**config.mk**
```make
export PLATFORM = sky130hd
export DESIGN_NAME = hack_mem_bus
export DESIGN_NICKNAME = d
export VERILOG_FILES = /design/src/rtl/hack_mem_bus.sv
export SDC_FILE = /design/constraint.sdc
export NUM_CORES = 1
export LEC_CHECK = 0
export ABC_AREA = 1
export BUFFER_PORTS_ARGS = -buffer_cell sky130_fd_sc_hd__buf_2
export CAP_MARGIN = 10
export CORE_MARGIN = 2
export CORE_UTILIZATION = 40
export DETAILED_ROUTE_END_ITERATION = 8
export HOLD_SLACK_MARGIN = 0.05
export PLACE_DENSITY = 0.77
export SLEW_MARGIN = 25
export SYNTH_ARGS = -nofsm -noshare
export SYNTH_HDL_FRONTEND = slang
export SYNTH_SLANG_ARGS = --single-unit
```
**constraint.sdc**
```tcl
create_clock -name clk -period 1.6 [get_ports clk]
set_input_delay 0.08 -clock clk [delete_from_list [all_inputs] [get_ports clk]]
set_output_delay 0.08 -clock clk [all_outputs]
set_load 0.005 [all_outputs]
```
**src/rtl/hack_mem_bus.sv**
```systemverilog
// Parametrised address-window bus fabric for hack_cpu: decodes NUM_REGIONS windows,
// qualifies write strobes, returns read data one cycle later and logs write errors.
module hack_mem_bus #(
  parameter int                           WIDTH       = 16,
  parameter int                           NUM_REGIONS = 3,
  parameter logic [NUM_REGIONS*WIDTH-1:0] REGION_BASE = {16'd24576, 16'd16384, 16'd0},
  parameter logic [NUM_REGIONS*WIDTH-1:0] REGION_END  = {16'd24577, 16'd24576, 16'd16384},
  parameter logic [NUM_REGIONS-1:0]       REGION_RO   = 3'b100,
  parameter int                           CNT_W       = 8
) (
  input  logic                         clk,
  input  logic                         reset,
  input  logic [WIDTH-1:0]             addressM,
  input  logic [WIDTH-1:0]             outM,
  input  logic                         writeM,
  output logic [WIDTH-1:0]             inM,
  output logic [WIDTH-1:0]             region_addr,
  output logic [WIDTH-1:0]             region_wdata,
  output logic [NUM_REGIONS-1:0]       region_write,
  input  logic [NUM_REGIONS*WIDTH-1:0] region_rdata,
  output logic                         invalid_addressM,
  input  logic                         err_clear,
  output logic                         err_valid,
  output logic [1:0]                   err_code,
  output logic [WIDTH-1:0]             err_addr,
  output logic [CNT_W-1:0]             err_count
);

  if (NUM_REGIONS < 1 || NUM_REGIONS > 8) begin : g_bad_num_regions
    $error("hack_mem_bus: NUM_REGIONS must be in 1..8");
  end

  localparam logic [1:0] CODE_UNMAPPED = 2'd1;
  localparam logic [1:0] CODE_RO_WRITE = 2'd2;

  function automatic logic [WIDTH-1:0] base_of(input int idx);
    return REGION_BASE[idx*WIDTH +: WIDTH];
  endfunction

  // An empty or inverted window (base >= end) can never satisfy both bounds.
  function automatic logic in_window(input logic [WIDTH-1:0] addr, input int idx);
    return (addr >= base_of(idx)) && (addr < REGION_END[idx*WIDTH +: WIDTH]);
  endfunction

  logic [NUM_REGIONS-1:0] hit_s;
  logic [NUM_REGIONS-1:0] sel_r;
  logic [WIDTH-1:0]       region_addr_s;
  logic [WIDTH-1:0]       rdata_mux_s;
  logic                   ro_hit_s;
  logic                   err_event_s;
  logic [1:0]             err_code_ev_s;
  logic                   err_valid_r;
  logic [1:0]             err_code_r;
  logic [WIDTH-1:0]       err_addr_r;
  logic [CNT_W-1:0]       err_count_r;

  // Priority decode: the lowest-index matching window owns the address.
  always_comb begin
    logic taken;
    hit_s = '0;
    taken = 1'b0;
    for (int i = 0; i < NUM_REGIONS; i++) begin
      if (!taken && in_window(addressM, i)) begin
        hit_s[i] = 1'b1;
        taken    = 1'b1;
      end else begin
        hit_s[i] = 1'b0;
      end
    end
  end

  // Region-relative address of the winning window.
  always_comb begin
    region_addr_s = '0;
    for (int i = 0; i < NUM_REGIONS; i++) begin
      if (hit_s[i]) begin
        region_addr_s = addressM - base_of(i);
      end else begin
        region_addr_s = region_addr_s;
      end
    end
  end

  // Error classification for the current cycle.
  always_comb begin
    ro_hit_s      = |(hit_s & REGION_RO);
    err_event_s   = writeM & (invalid_addressM | ro_hit_s);
    err_code_ev_s = invalid_addressM ? CODE_UNMAPPED : CODE_RO_WRITE;
  end

  // Read return mux driven by last cycle's registered selection.
  always_comb begin
    rdata_mux_s = '0;
    for (int i = 0; i < NUM_REGIONS; i++) begin
      rdata_mux_s = rdata_mux_s | ({WIDTH{sel_r[i]}} & region_rdata[i*WIDTH +: WIDTH]);
    end
  end

  // Read select register matching synchronous RAM latency.
  always_ff @(posedge clk or negedge reset) begin
    if (!reset) begin
      sel_r <= '0;
    end else begin
      sel_r <= hit_s;
    end
  end

  // Sticky error capture; a new event in the clear cycle restarts the log with it.
  always_ff @(posedge clk or negedge reset) begin
    if (!reset) begin
      err_valid_r <= 1'b0;
      err_code_r  <= 2'd0;
      err_addr_r  <= '0;
      err_count_r <= '0;
    end else if (err_clear) begin
      if (err_event_s) begin
        err_valid_r <= 1'b1;
        err_code_r  <= err_code_ev_s;
        err_addr_r  <= addressM;
        err_count_r <= CNT_W'(1);
      end else begin
        err_valid_r <= 1'b0;
        err_code_r  <= 2'd0;
        err_addr_r  <= '0;
        err_count_r <= '0;
      end
    end else if (err_event_s) begin
      if (!err_valid_r) begin
        err_valid_r <= 1'b1;
        err_code_r  <= err_code_ev_s;
        err_addr_r  <= addressM;
      end else begin
        err_valid_r <= err_valid_r;
      end
      if (err_count_r != {CNT_W{1'b1}}) begin
        err_count_r <= err_count_r + CNT_W'(1);
      end else begin
        err_count_r <= err_count_r;
      end
    end else begin
      err_valid_r <= err_valid_r;
    end
  end

  assign invalid_addressM = ~|hit_s;
  assign region_addr      = region_addr_s;
  assign region_wdata     = outM;
  assign region_write     = {NUM_REGIONS{writeM}} & hit_s & ~REGION_RO;
  assign inM              = rdata_mux_s;
  assign err_valid        = err_valid_r;
  assign err_code         = err_code_r;
  assign err_addr         = err_addr_r;
  assign err_count        = err_count_r;

endmodule

```
== Yosys cells after proc, flatten, opt, wreduce, memory -nomap -nowiden ==
Index checks and enable logic that the tools add are counted.
Storage, ports and cells
  output and inout port bits: 79
  input bits: 84
  register bits after elaboration: 30
  word-level logic and storage cells: 60
Cells by class
  reduce and logical (&&, ||, !) cells: 13
  equal/unequal tests: 2
  magnitude comparators: 6
  $add $sub $neg: 3
  multiplexer cells: 23
  bitwise logic cells: 8
Operators by type and width (number)
  two-way mux 16 bit: 7
  AND 16 bit: 3
  < comparator 16 x 15 -> 1 bit, second input constant: 3
  greater-or-equal comparator 16 x 15 -> 1 bit, second input constant: 2
  bitwise OR 16 bit: 2
  subtractor 16 x 15 -> 16 bit, second input constant: 2
  two-way mux 8 bit: 3
  greater-or-equal comparator 16 x 1 -> 1 bit, second input constant: 1
  two-way mux 2 bit: 5
  adder 8 x 1 -> 8 bit, second input constant: 1
  two-way mux 1 bit: 8
  inequality test 8 bit, second input constant: 1
  logical AND 1 bit: 5
  AND reduction 2 bit: 2
  nonzero test 2 bit: 2
  logical NOT 1 bit: 3
  OR reduction 3 bit: 1
  AND 2 bit: 1
  inequality test 2 bit, second input constant: 1
  AND 1 bit: 1
  bitwise OR 1 bit: 1

== Logic depth before layout (Yosys ltp) ==
Gate-level depths: netlist of the first run.
  depth after elaboration: 15
  mapped depth: 10

== Worst setup path after synthesis of the first run ==
No wires, ideal clock.
  kind: reg-to-reg
  start point: reg err_count_r[0], in the netlist err_count[0]
  end point: reg err_count_r[2], in the netlist err_count[2]
  path buffers: 1
  arrival time: 1188 ps
  period minus slack after synthesis: 1306 ps
  cell stages (with the launch flop): 9
  required time: 1482 ps
  path slack: 294 ps
  library setup time: 118 ps
  cell sequence: dfrtp_1 > ha_1 > nand2_1 > nor2_1 > nand2_1 > nand2_4 > buf_6 > nand2_1 > o21ai_2
On the way
  word-level cells in the longest chain between the ends: 4
RTL lines
  start: declaration: RTL line 55  | logic [CNT_W-1:0] err_count_r;
  start signal: assignment: RTL line 136  | err_count_r <= err_count_r + CNT_W'(1);
  start signal: assignment: RTL line 138  | err_count_r <= err_count_r;
  adder 8 x 1 -> 8 bit: RTL line 136
  two-way mux 8 bit: RTL line 135  | if (err_count_r != {CNT_W{1'b1}}) begin
  two-way mux 8 bit: RTL line 127  | end else if (err_event_s) begin
  two-way mux 8 bit: RTL line 115  | end else if (err_clear) begin
Parallel ways exist; a longest one is shown, timed or not. The select of a mux whose other input is x is not followed.
A chain may end at the register's enable or synchronous reset.

== Final worst setup path of the first run ==
  start point: in addressM[15]
  end point: out region_addr[10]
On the way
  word-level cells in the longest chain between the ends: 10
RTL lines
  start: declaration: RTL line 13  | input logic [WIDTH-1:0] addressM,
  greater-or-equal comparator 16 x 1 -> 1 bit / < comparator 16 x 15 -> 1 bit (equally long branches): RTL line 42  | return (addr >= base_of(idx)) && (addr < REGION_END[idx*WIDTH +: WIDTH]);
  logical AND 1 bit: RTL line 42
  two-way mux 1 bit: RTL line 63  | if (!taken && in_window(addressM, i)) begin
  logical NOT 1 bit: RTL line 63
  logical AND 1 bit: RTL line 63
  two-way mux 1 bit: RTL line 63
  logical NOT 1 bit: RTL line 63
  logical AND 1 bit: RTL line 63
  two-way mux 1 bit: RTL line 63
  two-way mux 16 bit (*): RTL line 76  | if (hit_s[i]) begin
  end: declaration: RTL line 17  | output logic [WIDTH-1:0] region_addr,
Every way passes the cells marked *; elsewhere a longest branch is shown, timed or not.

==> results of run 1 <==
how the worst max path moves through the flow:
stage | start | endpoint | slack, ns | cells after the start
floorplan | err_count[0] | err_count[2] | 0.29 | 8
global placement | addressM[15] | region_addr[2] | 0.23 | 11
detailed placement | addressM[15] | region_addr[2] | 0.17 | 11
CTS | addressM[15] | region_addr[2] | 0.17 | 11
global route | addressM[15] | region_addr[10] | 0.04 | 11
finish | addressM[15] | region_addr[10] | 0.17 | 11
layout make-up:
class,count,area share [%]
multi-input cells,217,38.04
inverters,29,3.831
repair buffers,132,23.60
clock inverters,2,2.114
flip-flops and latches,30,26.42
well taps,70,3.082
clock buffers,6,2.906
cells in the mapped netlist, drive strengths merged:
master | count | area [um^2]
nor2 | 34 | 155.1
clkbuf | 6 | 22.52
or2 | 1 | 6.260
nor3 | 2 | 10.01
o21bai | 1 | 7.510
nand3 | 31 | 167.7
o21ai | 22 | 155.1
inv | 29 | 108.9
xor2 | 2 | 17.52
nand4 | 3 | 18.77
buf | 21 | 172.7
ha | 5 | 62.56
a21oi | 2 | 10.01
nand2 | 112 | 457.9
xnor2 | 1 | 8.760
conb | 1 | 3.750
dfrtp | 30 | 750.7
cell families after synthesis:
kind of cell	synth area share, %
buffers and inverters	14.24
AND/OR/NAND/NOR	38.20
AO/OA/AOI/OAI	8.084
XOR/XNOR	1.230
other	0.1756
adder cells (fa/ha/maj)	2.929
flip-flops	35.15
sequential cells by signal, summed over array words and instances (netlist names):
name	flops
err_valid	1
err_code	2
err_count	8
sel_r	3
err_addr	16
critical path: cells and delay by family:
family / cells / cell delay (ns)
simple gates: 5 / 0.40
fa+ha+maj: 1 / 0.17
buf+inv: 5 / 0.69
through the flow:
step	util (%)	area, um^2
2_1_floorplan	-	2136
3_3_place_gp	52.31	2689
3_5_place_dp	52.31	2689
4_1_cts	55.28	2841
5_1_grt	55.28	2841
6_report	55.28	2841
routing by layer:
metal	global-route usage (%)	up-vias	routed length [um]
met3	7.412	6	627
met5	0	-	0
met4	5.357	0	61
li1	-	1148	-
met1	19.41	1020	2160
met2	32.89	113	2733
power by group:
part | internal, mW | leakage, nW | switching (mW)
sequential | 0.816 | 0.401 | 0.0500
combinational | 0.228 | 1.17 | 0.269
clock | 0.664 | 0.0714 | 0.302
==> metrics.md, run 1 <==
| Metric | Value |
|---|---|
| Status | `finished clean` |
| DR iter-0 viols | `70` |
| Mapped Cells | `303` |
| Placed insts | `between 400 and 500` |
| Initial Util | `slightly above 40%` |
| Leakage | `~1.6 nW` |
| Most frequent cells in the layout | `129 x buf_2, 105 x nand2_1, 30 x nand3_1, 30 x dfrtp_1, 25 x nor2_1` |
| Total of max-cap violations | `0` |
| First-pass GRT wire length | `about 8.8 mm` |
| Post-cts hold buffer count | `1` |
| RSZ-0062 raised after global routing | `no` |
| DRT Wirelength | `~5.6 mm` |
| Area Growth Syn to Fin | `33.04%` |
| Critical Path Start Type | `input port` |
| Routability congestion estimate from global placement | `0.8774` |
| Place WS | `between 0.15 and 0.2 ns` |
| Register area share after synthesis | `between 30% and 40%` |
| Drt first pass iters | `4` |
| Slew @ Worst Pin | `about 0.69 ns` |
| Clk slew on worst S/H paths | `roughly 0.07 ns` |
| Clock buffer depth | `2` |
| VDD IR-drop max | `between 0.0005 and 0.0006 V` |
| Reg2reg path depth | `8` |
| Relative slew slack | `~54%` |
| Slew Limit Fails | `0` |
| Cell Count, Final, Fillers Out | `486` |
| CTS root buffer | `clkbuf_8` |
| PwrDens | `819.7 mW/mm^2` |
| Skew-Pair Late Insertion Delay | `0.28 ns` |
| Synth cell types | `26` |
| Cell mode on critical path | `inv_2` |
| Seq cells post-synth | `30` |
| Vias | `roughly 2,300` |
| CP Capture Type | `output port` |
| Mapped Nets | `392` |
| Gates resized, CTS repair | `0` |
| Initial antenna violation count | `0` |
| Cells along the critical path | `buf_2, inv_2, ha_1, nand2_1, nand2_4, nand2_1, inv_2, nand2_2, inv_2, nor2_1, buf_2` |
| Mapped Avg Cell Area | `7.049 um^2` |
| Remaining DRCs | `0` |
| Fillers | `494` |
| Setup TNS | `0 ns` |
| Vias in the first global route | `2,027` |
| Pwr Total | `roughly 2.3 mW` |
| WP data arrival | `approximately 1.4 ns` |
| Layout Skew | `approximately 0.0040 ns` |
| Slowest cell on crit path | `inv_2` |
| Final worst slack | `0.1677 ns` |
| Gr ovfl total | `0` |
| Pin count of the biggest net entering global routing | `31` |
| H-tree Lvls | `2` |
| CP required | `roughly 1.5 ns` |
| IO Count | `approximately 160` |
| Final setup vio count | `0` |
| Synthesized area | `roughly 0.0021 mm^2` |
| Commonest non-fill, non-tap cell in the layout | `buf_2` |
| Max stage delay on crit path | `0.22 ns` |
| DIE HEIGHT | `77.07 um` |
| Hold WS | `0.07623 ns` |
| Clock sink count | `30` |
| TritonCTS buffer count | `5` |
| Setup repair bufs after CTS | `0` |
| Critical Path Fanout Max | `14` |
| Hold endpoint | `err_count[3]` |
| Fin crit period | `about 1.4 ns` |
| Min-delay worst type | `in -> reg` |
| Fmax | `~0.7 GHz` |
| TritonCTS clock tree | `yes` |
| FF-to-FF End | `err_count[3]` |
| Crit path kind | `in -> out` |
| Area of the multi-input gates | `around 0.0011 mm^2` |
| Core ar. | `0.005140 mm^2` |
| YS warnings | `0` |
| Final hold vios | `0` |
| Fraction of layout cells with a size suffix above 1 | `about two fifths` |
| I/O Buffers | `roughly 130` |
| Hold Crit Start | `err_clear` |
| Final ANT Viol Nets | `0` |
| Reg2reg setup slack | `0.23 ns` |
| Final period util | `between 80% and 90%` |
| Gr usage total | `18.20%` |
| Die width | `about 77 um` |
| Nets@finish | `504` |
| Std-Cell Rows | `26` |
| WL/cell | `about 11 um` |
| Vias per cell | `~4.7` |
| Area of the die | `0.005940 mm^2` |
| Worst Hold Path Cells | `4` |
| FF+latch area | `approximately 750 um^2` |
| Post-detail-place hpwl | `about 4.3 mm` |
| Antenna cell count | `0` |
| FF-to-FF Start | `err_count[1]` |
(Power assumes the default switching activity.)
==> run 2: changes to the inputs <==
--- a/config.mk
+++ b/config.mk
@@ -5,14 +5,13 @@
 export SDC_FILE = /design/constraint.sdc
 export NUM_CORES = 1
 export LEC_CHECK = 0
-export ABC_AREA = 1
 export BUFFER_PORTS_ARGS = -buffer_cell sky130_fd_sc_hd__buf_2
 export CAP_MARGIN = 10
 export CORE_MARGIN = 2
-export CORE_UTILIZATION = 40
+export CORE_UTILIZATION = 39
 export DETAILED_ROUTE_END_ITERATION = 8
 export HOLD_SLACK_MARGIN = 0.05
-export PLACE_DENSITY = 0.77
+export PLACE_DENSITY = 0.78
 export SLEW_MARGIN = 25
 export SYNTH_ARGS = -nofsm -noshare
 export SYNTH_HDL_FRONTEND = slang
==> run 2 against run 1 <==
  * Combinational power is 8.5% higher
  * Count of clock-buffer cells in the layout is 1 higher
  * Setup slack got worse by 0.10 ns
  * Via count shrank 6.6%
  * First-iteration DRC count up 130%
  * Register-to-register slack worse by 0.16 ns
  * Critical endpoint is now region_addr[14]
  * Largest cell class unchanged
==> metrics.md, run 2 <==
| Metric | Value |
|---|---|
| Status | `finished clean` |
| Layout Skew | `between 0.005 and 0.006 ns` |
| Routability congestion estimate from global placement | `0.8361` |
| Synthesized area | `0.001927 mm^2` |
| Slowest cell on crit path | `mux2_4` |
| Nets@finish | `approximately 420` |
| Min-delay worst type | `in -> reg` |
| Switch share | `around 28%` |
| Critical Path Start Type | `input port` |
| Core ar. | `between 0.004 and 0.005 mm^2` |
| CP Capture Type | `output port` |
| Pin count of the biggest net entering global routing | `31` |
| Synth cell count leaders | `30 x dfrtp_1, 22 x inv_1, 18 x buf_4` |
| Cell internal pwr | `between 1 and 1.5 mW` |
| Antenna cell count | `0` |
| Largest area contributor in the netlist | `dfrtp_1` |
| H-tree Lvls | `2` |
| Final period util | `a little over nine tenths` |
| Mapped Cells | `between 150 and 200` |
| Async set or reset register ratio after synthesis | `between 90% and 100%` |
| Register area share after synthesis | `between 30% and 40%` |
| Clock buffer depth | `2` |
| CTS root buffer | `clkbuf_8` |
| YS warnings | `0` |
| Final setup vio count | `0` |
| Mapped Avg Cell Area | `between 9 and 10 um^2` |
| Fin area | `0.002888 mm^2` |
| Slew @ Worst Pin | `between 0.6 and 0.7 ns` |
| Total of max-cap violations | `0` |
| DIE HEIGHT | `about 74 um` |
| Cells along the critical path | `clkbuf_4, ha_4, and4bb_2, nand4_1, buf_4, o22ai_2, mux2_4, buf_2` |
| CP required | `1.52 ns` |
| IO Count | `roughly 160` |
| Pwr Total | `roughly 2 mW` |
| DR iter-0 viols | `about 160` |
| Initial antenna violation count | `0` |
| Clk slew on worst S/H paths | `~0.07 ns` |
| Skew-Pair Late Insertion Delay | `~0.28 ns` |
| Area of the die | `0.005519 mm^2` |
| Drt first pass iters | `6` |
| Max stage delay on crit path | `slightly below 0.3 ns` |
| Largest cells by area after synthesis | `dfrtp_1 39%, a222oi_1 8.3%, buf_4 7.0%` |
| Final hold vios | `0` |
| Placed insts | `roughly 370` |
| Vias in the first global route | `between 1,500 and 2,000` |
| Mapped Nets | `282` |
| DP Area | `about 0.0025 mm^2` |
| Final worst slack | `between 0.06 and 0.07 ns` |
| Final ANT Viol Nets | `0` |
| Ys flop type | `dfrtp_1` |
| Seq pwr share | `between 40% and 50%` |
| Crit path kind | `in -> out` |
| WP data arrival | `roughly 1.5 ns` |
| Gr usage total | `around a quarter` |
| Seq cells post-synth | `30` |
| Synth cell types | `48` |
| Top cell type's share of synthesized area | `between 30% and 40%` |
| Leakage | `1.621 nW` |
| Relative slew slack | `between 50% and 60%` |
| Clk network pwr share | `31.3%` |
| TritonCTS clock tree | `yes` |
| PwrDens | `695.1 mW/mm^2` |
| First-pass GRT wire length | `about 9.7 mm` |
| DRT Wirelength | `around 7 mm` |
| VDD IR-drop max | `0.0004267 V` |
| Commonest non-fill, non-tap cell in the layout | `buf_2` |
| Max reg flops | `16` |
| Die width | `between 70 and 80 um` |
| Post-detail-place hpwl | `between 5 and 6 mm` |
| Remaining DRCs | `0` |
| Gate power share | `between 20% and 30%` |
| Fmax | `approximately 0.65 GHz` |
| Vias per cell | `roughly 5.3` |
| Slew Limit Fails | `0` |
| Clock sink count | `30` |
| Place WS | `-0.07418 ns` |
| Reg2reg setup slack | `a little under 0.07 ns` |
| Vias | `2,136` |
| Fillers | `approximately 420` |
| Most common cell in the netlist | `dfrtp_1` |
| TritonCTS buffer count | `5` |
| P_sw | `between 500 and 600 uW` |
| Cell Count, Final, Fillers Out | `roughly 400` |
| Post-synth EDFFs | `0` |
| Fraction of layout cells with a size suffix above 1 | `between 50 and 60%` |
| Std-Cell Rows | `25` |
| Area Growth Syn to Fin | `49.87%` |
| Initial Util | `between 40% and 50%` |
| Fin crit period | `1.533 ns` |
| Most frequent cells in the layout | `128 x buf_2, 26 x dfrtp_1, 22 x buf_4, 21 x inv_1, 16 x a222oi_1` |
| I/O Buffers | `around 130` |
| WL/cell | `around 18 um` |
| Critical Path Fanout Max | `7` |
| Gr ovfl total | `0` |
-- run 2: changes by cell type in the layout (fill, tap and decap cells not counted), sizes merged, moves of 17 or more --
cell   change
nand3     -26
nand2    -103
buf       +21
a22o      +17
o21ai     -20
nor2      -30
-- run 2: cells by family (layout without fill, tap and decap cells) --
kind of cell               Yosys count  in the layout  share of synthesized area, %
and+or+nand+nor                     50             51                         16.62
adders and majority gates            5              5                         3.247
AOI/OAI and AO/OA                   56             56                         25.65
buffers and inverters               50            190                         14.74
other                                1              1                        0.1946
muxes                                1              1                        0.5844
DFF                                 30             30                         38.96
-- run 2: worst max-delay path, delay by kind of cell --
kind / cells / cell delay [ns]
simple gates: 2 / 0.39
buf+inv: 3 / 0.45
fa+ha+maj: 1 / 0.18
mux: 1 / 0.29
compound gates: 1 / 0.06
-- run 2: path summary, 6_finish.rpt --
path,depth (start not counted),startpoint,to
worst max register to register,5,err_count[1],err_count[4]
worst min register to register,1,err_addr[9],err_addr[9]
max in group asynchronous,2,reset,sel_r[1]
min in group asynchronous,2,reset,err_addr[14]
worst max-delay path,8,addressM[14],region_addr[14]
worst min-delay path,2,addressM[7],err_addr[7]
-- run 2: layer usage --
layer	routed length (um)	vias to the layer above	track usage, %
met2	3781	105	43.65
met3	520	16	6.098
li1	-	982	-
met1	2495	1033	25.32
met5	0	-	0
met4	226	0	10.52
-- run 2: through the flow --
| stage | util, % | TNS, ns | hold WS [ns] |
|---|---|---|---|
| floorplan | - | 0 | -0.2156 |
| global placement | 53.63 | -0.05144 | 0.1434 |
| detailed placement | 53.63 | -1.589 | 0.1541 |
| CTS | 57.95 | 0 | 0.05417 |
| global route | 60.74 | -0.01466 | 0.07046 |
| finish | 60.74 | 0 | 0.06358 |
-- run 2: layout make-up --
type,count,area [um^2],share of cell area (%)
Clock buffer,7,86.33,2.990
Clock inverter,1,5.005,0.1733
Inverter,22,82.58,2.860
Multi-Input combinational cell,114,959.7,33.23
Sequential cell,30,755.7,26.17
Tap cell,67,83.83,2.903
Timing Repair Buffer,160,914.6,31.67
-- run 2: power by group through the flow --
stage               sequential, mW  combinational (mW)  clock (mW)
CTS                          0.843               0.496       0.635
global placement             0.855               0.462           0
detailed placement           0.855               0.472           0
global route                 0.845               0.586       0.667
floorplan                    0.851               0.243           0
finish                       0.841               0.538       0.629
-- run 2: repair_timing --
item	4_1_cts	5_1_grt
gates resized for setup	8	12
endpoints found under the setup margin	15	25
pin swaps	1	5
hold buffers	7	0
endpoints found under the hold margin	36	0
cloned	0	1
buffers inserted	1	12
==> run 3: changes to the inputs <==
--- a/config.mk
+++ b/config.mk
@@ -8,10 +8,11 @@
 export BUFFER_PORTS_ARGS = -buffer_cell sky130_fd_sc_hd__buf_2
 export CAP_MARGIN = 10
 export CORE_MARGIN = 2
-export CORE_UTILIZATION = 39
+export CORE_UTILIZATION = 42
 export DETAILED_ROUTE_END_ITERATION = 8
 export HOLD_SLACK_MARGIN = 0.05
-export PLACE_DENSITY = 0.78
+export PLACE_DENSITY = 0.84
+export RECOVER_POWER = 50
 export SLEW_MARGIN = 25
 export SYNTH_ARGS = -nofsm -noshare
 export SYNTH_HDL_FRONTEND = slang
==> constraint.sdc (replaced) <==
create_clock -name clk -period 1.9 [get_ports clk]
set_input_delay 0.095 -clock clk [delete_from_list [all_inputs] [get_ports clk]]
set_output_delay 0.095 -clock clk [all_outputs]
set_load 0.005 [all_outputs]
==> run 3 against run 2 <==
  * Final area down 12%
  * Count of clock-buffer cells in the layout unchanged
  * Sequential cell count unchanged
  * Via count is 4.6% lower
  * Sequential share of layout area rose by 3.2 points
  * First-iteration DRC count fell by 0.63%
  * Critical path type unchanged
  * Critical endpoint is now region_addr[15]
  * Largest power group unchanged
==> metrics.md, run 3 (synthesis results as in run 2) <==
| Metric | Value |
|---|---|
| Slew @ Worst Pin | `0.8239 ns` |
| Gr usage total | `around a quarter` |
| Skew-Pair Late Insertion Delay | `about 0.28 ns` |
| Final setup vio count | `0` |
| PwrDens | `between 600 and 700 mW/mm^2` |
| TritonCTS clock tree | `yes` |
| Clock buffer depth | `2` |
| DRT Wirelength | `between 6 and 7 mm` |
| Vias in the first global route | `1,917` |
| Status | `finished clean` |
| Gr ovfl total | `0` |
| Setup repair bufs after CTS | `0` |
| Pin count of the biggest net entering global routing | `31` |
| Clk network pwr share | `between 30% and 40%` |
| Clock sink count | `30` |
| First-pass GRT wire length | `9.825 mm` |
| Top sig layer | `met4` |
| Critical Path Fanout Max | `6` |
| DP Area | `around 0.0025 mm^2` |
| Vias per cell | `5.677` |
| I/O Buffers | `roughly 130` |
| Clk slew on worst S/H paths | `approximately 0.070 ns` |
| Commonest non-fill, non-tap cell in the layout | `buf_2` |
| Final hold vios | `0` |
| Hold WS | `0.05630 ns` |
| DIE HEIGHT | `about 72 um` |
| CP required | `around 1.8 ns` |
| Post-detail-place hpwl | `approximately 5.2 mm` |
| Relative slew slack | `45.07%` |
| Fmax | `0.5753 GHz` |
| Layout Skew | `around 0.010 ns` |
| Die width | `roughly 72 um` |
| DR iter-0 viols | `approximately 160` |
| Most frequent cells in the layout | `114 x buf_2, 30 x dfrtp_1, 22 x inv_1, 16 x a222oi_1, 15 x clkbuf_1` |
| Initial Util | `43.95%` |
| Fin area | `0.002555 mm^2` |
| Setup TNS | `0 ns` |
| Antenna cell count | `0` |
| Area Growth Syn to Fin | `32.60%` |
| Slew Limit Fails | `0` |
| Fraction of layout cells with a size suffix above 1 | `between 40% and 50%` |
| Total of max-cap violations | `0` |
| Gate power share | `between 20% and 30%` |
| P_sw | `460.3 uW` |
| Cell internal pwr | `1.163 mW` |
| Vias | `2,038` |
| Final period util | `around 91%` |
| DR WL met2 | `approximately 3.4 mm` |
| Fin crit period | `about 1.7 ns` |
| Final ANT Viol Nets | `0` |
| Min-delay worst type | `in -> reg` |
| Seq pwr share | `between 40% and 50%` |
| Met3 WL | `around 620 um` |
| Routability congestion estimate from global placement | `around 0.90` |
| VDD IR-drop max | `~0.00046 V` |
| Core ar. | `0.004384 mm^2` |
| TritonCTS buffer count | `5` |
| CP Capture Type | `output port` |
| Met1 wire length | `2.272 mm` |
| H-tree Lvls | `2` |
| Switch share | `between 20 and 30%` |
| Drt first pass iters | `6` |
| Std-Cell Rows | `24` |
| Cell Count, Final, Fillers Out | `between 300 and 400` |
| RSZ-0062 raised after global routing | `no` |
| Critical Path Start Type | `input port` |
| IO Count | `163` |
| WP data arrival | `between 1.5 and 2 ns` |
| Post-Route Utilization | `between 50% and 60%` |
| CTS root buffer | `clkbuf_8` |
| WL/cell | `18.06 um` |
| Remaining DRCs | `0` |
| Fillers | `slightly above 400` |
| Placed insts | `349` |
| Nets@finish | `a little under 400` |
| Max reg flops | `16` |
| Leakage | `around 1.4 nW` |
| Area of the die | `0.005145 mm^2` |
| Crit path kind | `in -> out` |
| Initial antenna violation count | `0` |
## run 3: cell types whose count changed in the layout (fill, tap and decap cells not counted), moves of 2 or more
cell | previous run | this run
buf_4 | 22 | 3
buf_2 | 128 | 114
clkbuf_1 | 1 | 15
dlygate4sd3_1 | 7 | 2
dfrtp_1 | 26 | 30
dfrtp_2 | 4 | 0
ha_1 | 3 | 5
nand2_2 | 3 | 1
## run 3: layout make-up
type / count / area (um^2) / area share (%)
multi-input combinational: 113 / 894.6 / 35.01
sequential: 30 / 750.7 / 29.38
timing repair buffer: 134 / 670.6 / 26.25
clock buffer: 7 / 86.33 / 3.379
inverter: 22 / 82.58 / 3.232
tap: 52 / 65.06 / 2.547
clock inverter: 1 / 5.005 / 0.1959
## run 3: what timing repair did
action                                 CTS  global route
endpoints found under the hold margin   31             0
setup endpoints to repair                0            11
gates resized for setup                  0             3
hold buffers                             2             0
## run 3: per-stage QoR
stage | total power, mW | worst slack [ns]
6_report | 1.623 | 0.1618
4_1_cts | 1.638 | 0.1091
2_1_floorplan | 0.9212 | 0.4204
5_1_grt | 1.706 | 0.01954
3_3_place_gp | 1.090 | 0.1856
3_5_place_dp | 1.100 | 0.08208
## run 3: critical path, stage by stage
cell       delay (ns)
buf_2            0.14
inv_1            0.10
ha_1             0.22
and4bb_2         0.24
nand4_1          0.24
nor4_2           0.22
a2bb2oi_1        0.23
buf_2            0.15
## run 3: final timing paths
kind                       slack [ns]  cells past startpoint               to          from
max                              0.16                      8  region_addr[15]  addressM[15]
min                              0.06                      2     err_addr[12]  addressM[12]
max reg2reg                      0.38                      5     err_count[4]  err_count[0]
min reg2reg                      0.51                      1      err_addr[5]   err_addr[5]
max in group asynchronous        0.96                      2        err_valid         reset
min in group asynchronous        0.45                      2      err_addr[4]         reset
## run 3: layer usage
layer  up-vias  GRT usage [%]
met5         -              0
met1       985          28.21
met3        12          9.142
met2       111          43.00
li1        930              -
met4         0          9.644
## run 3: power groups by stage
| stage | clock (mW) | combinational [mW] | sequential (mW) |
|---|---|---|---|
| floorplan | 0 | 0.204 | 0.717 |
| global placement | 0 | 0.366 | 0.725 |
| detailed placement | 0 | 0.375 | 0.726 |
| CTS | 0.545 | 0.379 | 0.714 |
| global route | 0.575 | 0.410 | 0.721 |
| finish | 0.536 | 0.372 | 0.716 |
